$ cat config.mk
export PLATFORM = sky130hd
export DESIGN_NAME = tdt_dm_cdc_tx
export DESIGN_NICKNAME = d
export VERILOG_FILES = /design/src/rtl/tdt_dm_cdc_tx_pkg.sv /design/src/rtl/tdt_dm_cdc_ack_sync.sv /design/src/rtl/tdt_dm_cdc_tx.sv
export SDC_FILE = /design/constraint.sdc
export NUM_CORES = 1
export LEC_CHECK = 0
export ABC_CLOCK_PERIOD_IN_PS = 1400
export CAP_MARGIN = 20
export CORE_MARGIN = 4
export CORE_UTILIZATION = 38
export DETAILED_ROUTE_END_ITERATION = 10
export PLACE_DENSITY = 0.87
export SLEW_MARGIN = 25
export SYNTH_ARGS = -nofsm -noshare
export SYNTH_HDL_FRONTEND = slang
export SYNTH_SLANG_ARGS = --single-unit
$ cat constraint.sdc
create_clock -name src_clk -period 1.4 [get_ports src_clk]
set_clock_uncertainty 0.1 [all_clocks]
set_input_delay 0.42 -clock src_clk [delete_from_list [all_inputs] [get_ports src_clk]]
set_output_delay 0.42 -clock src_clk [all_outputs]
set_load 0.02 [all_outputs]
$ cat src/rtl/tdt_dm_cdc_tx_pkg.sv
// -----------------------------------------------------------------------------
// tdt_dm_cdc_tx_pkg
// Shared constants for the debug-module toggle-handshake transmitter:
//   - FSM state encodings (IDLE / WAIT_ACK / ERR); ERR is only reachable in
//     the timeout build (TDT_DM_CDC_TX_TIMEOUT_EN).
//   - Default acknowledge synchronizer depth.
//   - ack_matches(): handshake completion test (synchronized ack level
//     equals the request level we last drove).
// -----------------------------------------------------------------------------
package tdt_dm_cdc_tx_pkg;

  localparam int STATE_W = 2;

  localparam logic [STATE_W-1:0] ST_IDLE     = 2'd0;
  localparam logic [STATE_W-1:0] ST_WAIT_ACK = 2'd1;
  localparam logic [STATE_W-1:0] ST_ERR      = 2'd2;

  localparam int SYNC_NUM_DEFAULT = 2;

  // A transfer is complete once the destination has echoed our request level.
  function automatic logic ack_matches(input logic ack_sync, input logic req_level);
    return (ack_sync == req_level);
  endfunction

endpackage

$ cat src/rtl/tdt_dm_cdc_ack_sync.sv
// -----------------------------------------------------------------------------
// tdt_dm_cdc_ack_sync
// SYNC_NUM-deep flop chain bringing the asynchronous acknowledge toggle from
// the destination domain into src_clk. Only the last stage is meant to be
// consumed.
//
// Ports:
//   src_clk   in   source clock
//   src_rst   in   synchronous, active-high reset (clears every stage)
//   cdc_ack   in   asynchronous ack toggle level
//   ack_sync  out  synchronized ack level (last stage)
// -----------------------------------------------------------------------------
module tdt_dm_cdc_ack_sync #(
  parameter int SYNC_NUM = 2
) (
  input  logic src_clk,
  input  logic src_rst,
  input  logic cdc_ack,
  output logic ack_sync
);

  logic [SYNC_NUM-1:0] sync_q;

  always_ff @(posedge src_clk) begin
    if (src_rst) begin
      sync_q <= '0;
    end else begin
      sync_q <= {sync_q[SYNC_NUM-2:0], cdc_ack};
    end
  end

  assign ack_sync = sync_q[SYNC_NUM-1];

endmodule

$ cat src/rtl/tdt_dm_cdc_tx.sv
// -----------------------------------------------------------------------------
// tdt_dm_cdc_tx
// Source side of the debug-module toggle handshake. A word accepted in IDLE is
// placed on cdc_data and announced by inverting cdc_req on the same edge. The
// transmitter then waits until the synchronized cdc_ack equals cdc_req, pulses
// tx_done and returns to IDLE. The destination only samples cdc_data after its
// own request synchronizer, so the bus is stable long before it is read.
//
// Optional feature: define TDT_DM_CDC_TX_TIMEOUT_EN to bound the ack wait to
// TIMEOUT_CYC cycles. On expiry tx_err pulses and the FSM parks in ERR until
// the late ack arrives, then returns to IDLE without tx_done. Without the
// macro there is no counter, no ERR state and tx_err is tied low.
//
// Handshake: req_vld/req_rdy is a plain valid/ready pair; a word transfers on
// a rising edge where both are high. req_rdy is a decode of the state only,
// req_vld is ignored while req_rdy is low, and req_data is sampled only on the
// accepting edge.
//
// Ports:
//   src_clk    in   sole clock
//   src_rst    in   synchronous, active-high reset
//   req_vld    in   new word offered
//   req_data   in   word to send
//   req_rdy    out  transmitter can accept (IDLE)
//   cdc_req    out  registered request toggle level
//   cdc_data   out  registered, held data bus
//   cdc_ack    in   asynchronous ack toggle from destination
//   tx_done    out  one-cycle pulse: transfer acknowledged
//   tx_err     out  one-cycle pulse: ack timeout (timeout build only)
//   dbg_state  out  current FSM state (ST_* encodings from the package)
// -----------------------------------------------------------------------------
module tdt_dm_cdc_tx
  import tdt_dm_cdc_tx_pkg::*;
#(
  parameter int DATA_WIDTH  = 32,
  parameter int SYNC_NUM    = SYNC_NUM_DEFAULT,
  parameter int TIMEOUT_CYC = 1024
) (
  input  logic                  src_clk,
  input  logic                  src_rst,
  input  logic                  req_vld,
  input  logic [DATA_WIDTH-1:0] req_data,
  output logic                  req_rdy,
  output logic                  cdc_req,
  output logic [DATA_WIDTH-1:0] cdc_data,
  input  logic                  cdc_ack,
  output logic                  tx_done,
  output logic                  tx_err,
  output logic [STATE_W-1:0]    dbg_state
);

  // Elaboration-time parameter sanity.
  if (SYNC_NUM < 2) begin : g_bad_sync_num
    $error("tdt_dm_cdc_tx: SYNC_NUM must be at least 2");
  end
  if (TIMEOUT_CYC < 2) begin : g_bad_timeout
    $error("tdt_dm_cdc_tx: TIMEOUT_CYC must be at least 2");
  end

  logic [STATE_W-1:0]    state_q;
  logic [STATE_W-1:0]    state_d;
  logic                  req_q;
  logic [DATA_WIDTH-1:0] data_q;
  logic                  ack_sync;
  logic                  ack_match;
  logic                  accept;
  logic                  expire;

  tdt_dm_cdc_ack_sync #(
    .SYNC_NUM (SYNC_NUM)
  ) u_ack_sync (
    .src_clk  (src_clk),
    .src_rst  (src_rst),
    .cdc_ack  (cdc_ack),
    .ack_sync (ack_sync)
  );

  assign ack_match = ack_matches(ack_sync, req_q);
  assign req_rdy   = (state_q == ST_IDLE);
  assign accept    = req_vld && req_rdy;

`ifdef TDT_DM_CDC_TX_TIMEOUT_EN
  localparam int CNT_W = $clog2(TIMEOUT_CYC);

  logic [CNT_W-1:0] cnt_q;

  // Cleared on the accepting edge so the first WAIT_ACK cycle sees 0; the FSM
  // leaves WAIT_ACK at TIMEOUT_CYC-1, so the counter never wraps.
  always_ff @(posedge src_clk) begin
    if (src_rst) begin
      cnt_q <= '0;
    end else if (accept) begin
      cnt_q <= '0;
    end else if (state_q == ST_WAIT_ACK) begin
      cnt_q <= cnt_q + 1'b1;
    end
  end

  // A match in the expiry cycle takes priority: it completes normally.
  assign expire = (state_q == ST_WAIT_ACK) && !ack_match &&
                  (cnt_q == CNT_W'(TIMEOUT_CYC - 1));
`else
  assign expire = 1'b0;
`endif

  always_comb begin
    state_d = state_q;
    case (state_q)
      ST_IDLE: begin
        if (accept) begin
          state_d = ST_WAIT_ACK;
        end
      end
      ST_WAIT_ACK: begin
        if (ack_match) begin
          state_d = ST_IDLE;
        end else if (expire) begin
          state_d = ST_ERR;
        end
      end
      ST_ERR: begin
        // Late ack closes out the abandoned transfer without reporting it.
        if (ack_match) begin
          state_d = ST_IDLE;
        end
      end
      default: begin
        state_d = ST_IDLE;
      end
    endcase
  end

  always_ff @(posedge src_clk) begin
    if (src_rst) begin
      state_q <= ST_IDLE;
      req_q   <= 1'b0;
      data_q  <= '0;
    end else begin
      state_q <= state_d;
      // Data and request move together; nothing else may touch them.
      if (accept) begin
        req_q  <= ~req_q;
        data_q <= req_data;
      end
    end
  end

  // Decoded from registers only (state, synchronizer, counter).
  assign tx_done   = (state_q == ST_WAIT_ACK) && ack_match;
  assign tx_err    = expire;
  assign cdc_req   = req_q;
  assign cdc_data  = data_q;
  assign dbg_state = state_q;

endmodule

; ---- Word-level counts from Yosys, hierarchy flattened
; Cells that the tools add are included.
[classes]
bitwise_logic = 1
n_reduce_logical = 5
eq_ne = 5
muxes = 3
[op_table]
columns = operator, count
row1 = $mux W2, 2
row2 = $ne A2 B1 Y1 const B, 2
row3 = $pmux W2 S2, 1
row4 = $eq A2 B1 Y1 const B, 1
row5 = $eq A2 B2 Y1 const B, 1
row6 = $logic_and A1 B1 Y1, 2
row7 = $logic_not A2 Y1, 1
row8 = $reduce_and A2 Y1, 1
row9 = $reduce_or A2 Y1, 1
row10 = $eq A1 B1 Y1, 1
row11 = $not A1 Y1, 1
[word_totals]
word_cells = 18
inputBits = 36
register_bits = 37

; ---- Logic depth before layout (Yosys ltp)
[logic_depth]
depth_word = 4
mapped_depth = 5

; ---- By module
; From an unflattened synthesis, not the netlist that was laid out.
[hier_totals]
cells_unflattened = 157
area_unflattened_um2 = 1343.8
[by_module_without_submodules]
columns = mod, cells_each, area_per_inst_um2, instances
row1 = tdt_dm_cdc_tx, 153, 1291.2, 1
row2 = tdt_dm_cdc_ack_sync, 4, 52.6, 1

; ---- Worst setup path before layout
; No wires, ideal clock.
[synth_timing]
path_kind = flip-flop to output port
from = register state_q[0] (netlist: dbg_state[0])
to = output port tx_done
path_slack_ns = -0.158
path_stages_with_launch = 3
arrival_ns = 1.038
path_buffers = 0
t_required_ns = 0.880
cell_sequence = dfxtp_1 -> inv_1 -> nor2_1
[synth_between]
elab_chain_cells = 2
[synth_lines]
columns = element, line_no
row1 = start: declaration, tdt_dm_cdc_tx.sv:60  ; logic [STATE_W-1:0] state_q;
row2 = start signal: assignment, tdt_dm_cdc_tx.sv:139  ; state_q <= state_d;
row3 = $eq A2 B1 Y1, tdt_dm_cdc_tx.sv:149  ; assign tx_done = (state_q == ST_WAIT_ACK) && ack_match;
row4 = $logic_and A1 B1 Y1, tdt_dm_cdc_tx.sv:149
row5 = end: declaration, tdt_dm_cdc_tx.sv:47  ; output logic tx_done,
; No other way between the ends.

; ---- Worst setup path in the final report
[layout_timing]
from = register req_q (netlist: cdc_req)
to = output port tx_done
[layout_between]
elab_chain_cells = 2
[layout_lines]
columns = element, line_no
row1 = start: declaration, tdt_dm_cdc_tx.sv:62  ; logic req_q;
row2 = start signal: assignment, tdt_dm_cdc_tx.sv:142  ; req_q <= ~req_q;
row3 = $eq A1 B1 Y1, tdt_dm_cdc_tx_pkg.sv:22  ; return (ack_sync == req_level);
row4 = $logic_and A1 B1 Y1, tdt_dm_cdc_tx.sv:149
; No other way between the ends.

==> impl_results.md <==
- Status: finished, violations left
- Failing checks: negative setup slack
- Average footprint of a synthesized cell: 8.56 µm²
- Area of the mapped netlist: 0.00134 mm²
- Diodes inserted: 0
- Vias in the first global route: 1158
- Leakage power summed over all cells: 0.906 nW
- Distinct cell type count of the synthesized netlist: 18
- Cell accounting for the most synthesized area: sky130_fd_sc_hd__dfxtp_1
- Number of warnings reported in the yosys synthesis log: 0
- Maximum vdd ir drop: 625 µV
- Share of total power in combinational logic: 24.4%
- Die Y: 67.5 µm
- I/O pin count: 74
- Share of layout cells above drive strength 1: 34.5%
- H-tree depth: 2
- Starting utilization of the core area: 40.0%
- Post-synth EDFFs: 0
- Gate count after technology mapping: 157
- Finish-stage setup viols: 3
- Routability cong.: 0.638
- Antenna violations before repair: 0
- Share of synthesized area occupied by flip-flops and latches: 53.6%
- Leftover overflow at the end of global routing: 0
- Latest clock arrival within the worst-skew pair: 0.32 ns
- Reported max-cap violation count: 0
- Power spent charging and discharging nets: 0.641 mW
- Power share of the clock group: 25.4%
- Arrival time at the worst endpoint: 1.06 ns
- FFs w/ async S/R, synth: 0%
- Detailed-route via count: 1258
- Fin area: 0.00213 mm²
- Area fraction of the dominant cell type after synthesis: 53.6%
- Number of routed nets with antenna violations: 0
- Clock tree root buffer cell: sky130_fd_sc_hd__clkbuf_4
- Post-placement cell area: 0.00206 mm²
- Power Dens Cells: 1060 mW/mm²
- Prevailing post-synth register cell: sky130_fd_sc_hd__dfxtp_1
- Clock edge transition at the registers on the reported setup and hold paths: 0.09 ns
- Net count of the finished layout: 270
- Half-perimeter wire length after detailed placement: 2.32 mm
- Number of filler cells placed in the layout: 321
- Cts hold-fix bufs: 0
- Largest stage delay on the critical path: 0.34 ns
- Post-placement setup slack: -0.339 ns
- Worst path slowest cell: sky130_fd_sc_hd__dfxtp_2
- First-iteration detailed-routing DRC count: 83
- Gate family responsible for the most delay along the worst path: flip-flops
- Int Power: 1.62 mW
- Fin. max-slew vios: 0
- Crit start category: flip-flop
- Maximum number of pins on one net before global-route repair: 37
- CTS max path bufs: 2
- CP Max Fanout: 2
- Total iterations of the first detailed-routing run: 4
- Residual DRC count: 0
- Hold Slack: 0.344 ns
- Sequential share of power: 50.1%
- Area growth from synthesis to layout: 58.3%
- Worst min-delay path class: flip-flop to flip-flop
- First-pass GRT wire length: 5.07 mm
- Number of buffers created by CTS: 5
- Combined area of the multi-input logic cells: 538 µm²
- Site row count: 21
- Top-count cell post-synth: sky130_fd_sc_hd__nand2_1
- Worst Path Class, Setup: flip-flop to output pin
- Number of hold violations in the final report: 0
- Top cell types by occurrence after synthesis: sky130_fd_sc_hd__nand2_1 (64), sky130_fd_sc_hd__dfxtp_1 (36), sky130_fd_sc_hd__a21oi_1 (25)
- Full die area: 0.00455 mm²
- Die Span X: 67.5 µm
- Average wire per standard cell: 13.0 µm
- Minimum clock period after layout: 1.58 ns
- Buffers and inverters on the worst path: 1
- Element type at the critical path end: output pin
- Sum of routed wire length over all layers: 3.66 mm
- Sink Count: 36
- Cells taking the most area after synthesis: sky130_fd_sc_hd__dfxtp_1 (54%), sky130_fd_sc_hd__nand2_1 (18%), sky130_fd_sc_hd__a21oi_1 (9.3%)
- CTS tree: yes
- FF+latch area: 739 µm²
- RSZ-0062 raised after global routing: true
- Register bit total from synthesis: 36
- Avg Vias per Cell: 4.48
- PnR worst setup slack: -0.184 ns
- Max Freq: 631 MHz
- Critical-path cell list: xor2_2, nor2_4, buf_6
- Endpoint required time on the critical path: 0.88 ns
- Core area: 0.00336 mm²
- Fin crit share: 113%
- Switching power share of the total: 28.3%
- Total routing resource utilization after global routing: 14.9%
- Number of buffers inserted by port buffering: 71
==> flip-flops by register name, summed over array words and instances (netlist names) <==
signal and flops:
cdc_data 32, u_ack_sync.sync_q 2, cdc_req 1, dbg_state 1
==> power by group through the flow <==
| stage | clock [mW] | sequential [mW] | combinational, mW |
|---|---|---|---|
| final | 0.575 | 1.13 | 0.552 |
| after global routing | 0.638 | 1.14 | 0.597 |
| after CTS | 0.598 | 1.13 | 0.496 |
| after detailed placement | 0 | 1.15 | 0.537 |
| after global placement | 0 | 1.15 | 0.530 |
| after floorplan | 0 | 1.23 | 0.208 |
==> worst reg2reg max path: stages (launching register included) <==
cell and delay [ns]:
sky130_fd_sc_hd__dfxtp_2 0.34, sky130_fd_sc_hd__buf_6 0.13, sky130_fd_sc_hd__buf_4 0.13, sky130_fd_sc_hd__nor2b_4 0.15
sky130_fd_sc_hd__buf_6 0.20, sky130_fd_sc_hd__nand2_1 0.08, sky130_fd_sc_hd__a21oi_1 0.12
==> what timing repair did <==
item                       in CTS  in global routing
buffers inserted                1                  1
setup endpoints to repair      36                 64
gates cloned                    0                  3
gates resized for setup       154                 50
==> through the flow <==
| step | utilization [%] | cells | setup TNS (ns) | total power, mW |
|---|---|---|---|---|
| 2_1_floorplan | - | 158 | 0 | 1.44 |
| 3_3_place_gp | 61.2 | 268 | -11.58 | 1.68 |
| 3_5_place_dp | 61.2 | 268 | -12.59 | 1.69 |
| 4_1_cts | 58.9 | 277 | -0.505 | 2.22 |
| 5_1_grt | 63.2 | 281 | -0.556 | 2.38 |
| 6_report | 63.2 | 281 | -0.347 | 2.26 |
==> path summary, 6_finish.rpt <==
path / depth (start not counted) / from / slack, ns / to
min: 1 / u_ack_sync.sync_q[0]$_SDFF_PP0_ / 0.34 / u_ack_sync.sync_q[1]$_SDFF_PP0_
min reg2reg: 1 / u_ack_sync.sync_q[0]$_SDFF_PP0_ / 0.34 / u_ack_sync.sync_q[1]$_SDFF_PP0_
max reg2reg: 6 / dbg_state[0]$_SDFFE_PP0P_ / 0.10 / cdc_data[13]$_SDFFE_PP0P_
max: 3 / cdc_req$_SDFFE_PP0P_ / -0.18 / tx_done
==> cells by family after synthesis <==
kind of cell | count (synthesis) | synth area share [%]
flops | 36 | 53.6
simple gates | 72 | 21.5
xor+xnor | 2 | 1.30
other cells | 1 | 0.279
buf+inv | 14 | 9.40
compound gates | 32 | 13.9
==> layer usage <==
| layer | track usage (%) | up-vias | part of all wire [%] |
|---|---|---|---|
| li1 | - | 646 | - |
| met3 | 7.49 | 6 | 9.4 |
| met1 | 16.4 | 557 | 43 |
| met5 | 0 | - | 0 |
| met2 | 25.0 | 49 | 47 |
| met4 | 4.56 | 0 | 1.1 |
==> layout by cell type, fill, tap and decap left out <==
| master | n |
|---|---|
| sky130_fd_sc_hd__a21oi_1 | 25 |
| sky130_fd_sc_hd__a21oi_2 | 7 |
| sky130_fd_sc_hd__buf_12 | 1 |
| sky130_fd_sc_hd__buf_2 | 3 |
| sky130_fd_sc_hd__buf_4 | 33 |
| sky130_fd_sc_hd__buf_6 | 8 |
| sky130_fd_sc_hd__clkbuf_1 | 1 |
| sky130_fd_sc_hd__clkbuf_4 | 5 |
| sky130_fd_sc_hd__clkbuf_8 | 1 |
| sky130_fd_sc_hd__clkdlybuf4s50_1 | 34 |
| sky130_fd_sc_hd__clkinvlp_4 | 1 |
| sky130_fd_sc_hd__conb_1 | 2 |
| sky130_fd_sc_hd__dfxtp_1 | 21 |
| sky130_fd_sc_hd__dfxtp_2 | 15 |
| sky130_fd_sc_hd__dlymetal6s2s_1 | 1 |
| sky130_fd_sc_hd__inv_2 | 1 |
| sky130_fd_sc_hd__nand2_1 | 64 |
| sky130_fd_sc_hd__nor2_1 | 2 |
| sky130_fd_sc_hd__nor2_4 | 1 |
| sky130_fd_sc_hd__nor2b_1 | 2 |
| sky130_fd_sc_hd__nor2b_4 | 1 |
| sky130_fd_sc_hd__nor3_1 | 1 |
| sky130_fd_sc_hd__or2b_2 | 2 |
| sky130_fd_sc_hd__or2b_4 | 1 |
| sky130_fd_sc_hd__xnor2_1 | 1 |
| sky130_fd_sc_hd__xor2_2 | 1 |
==> final cells by class <==
class,count,share of cell area (%)
Timing Repair Buffer,80,34.1
Clock inverter,1,0.353
Inverter,1,0.176
Sequential cell,36,34.8
Multi-Input combinational cell,110,25.3
Tap cell,46,2.71
Clock buffer,7,2.59
(Power assumes the default switching activity.)
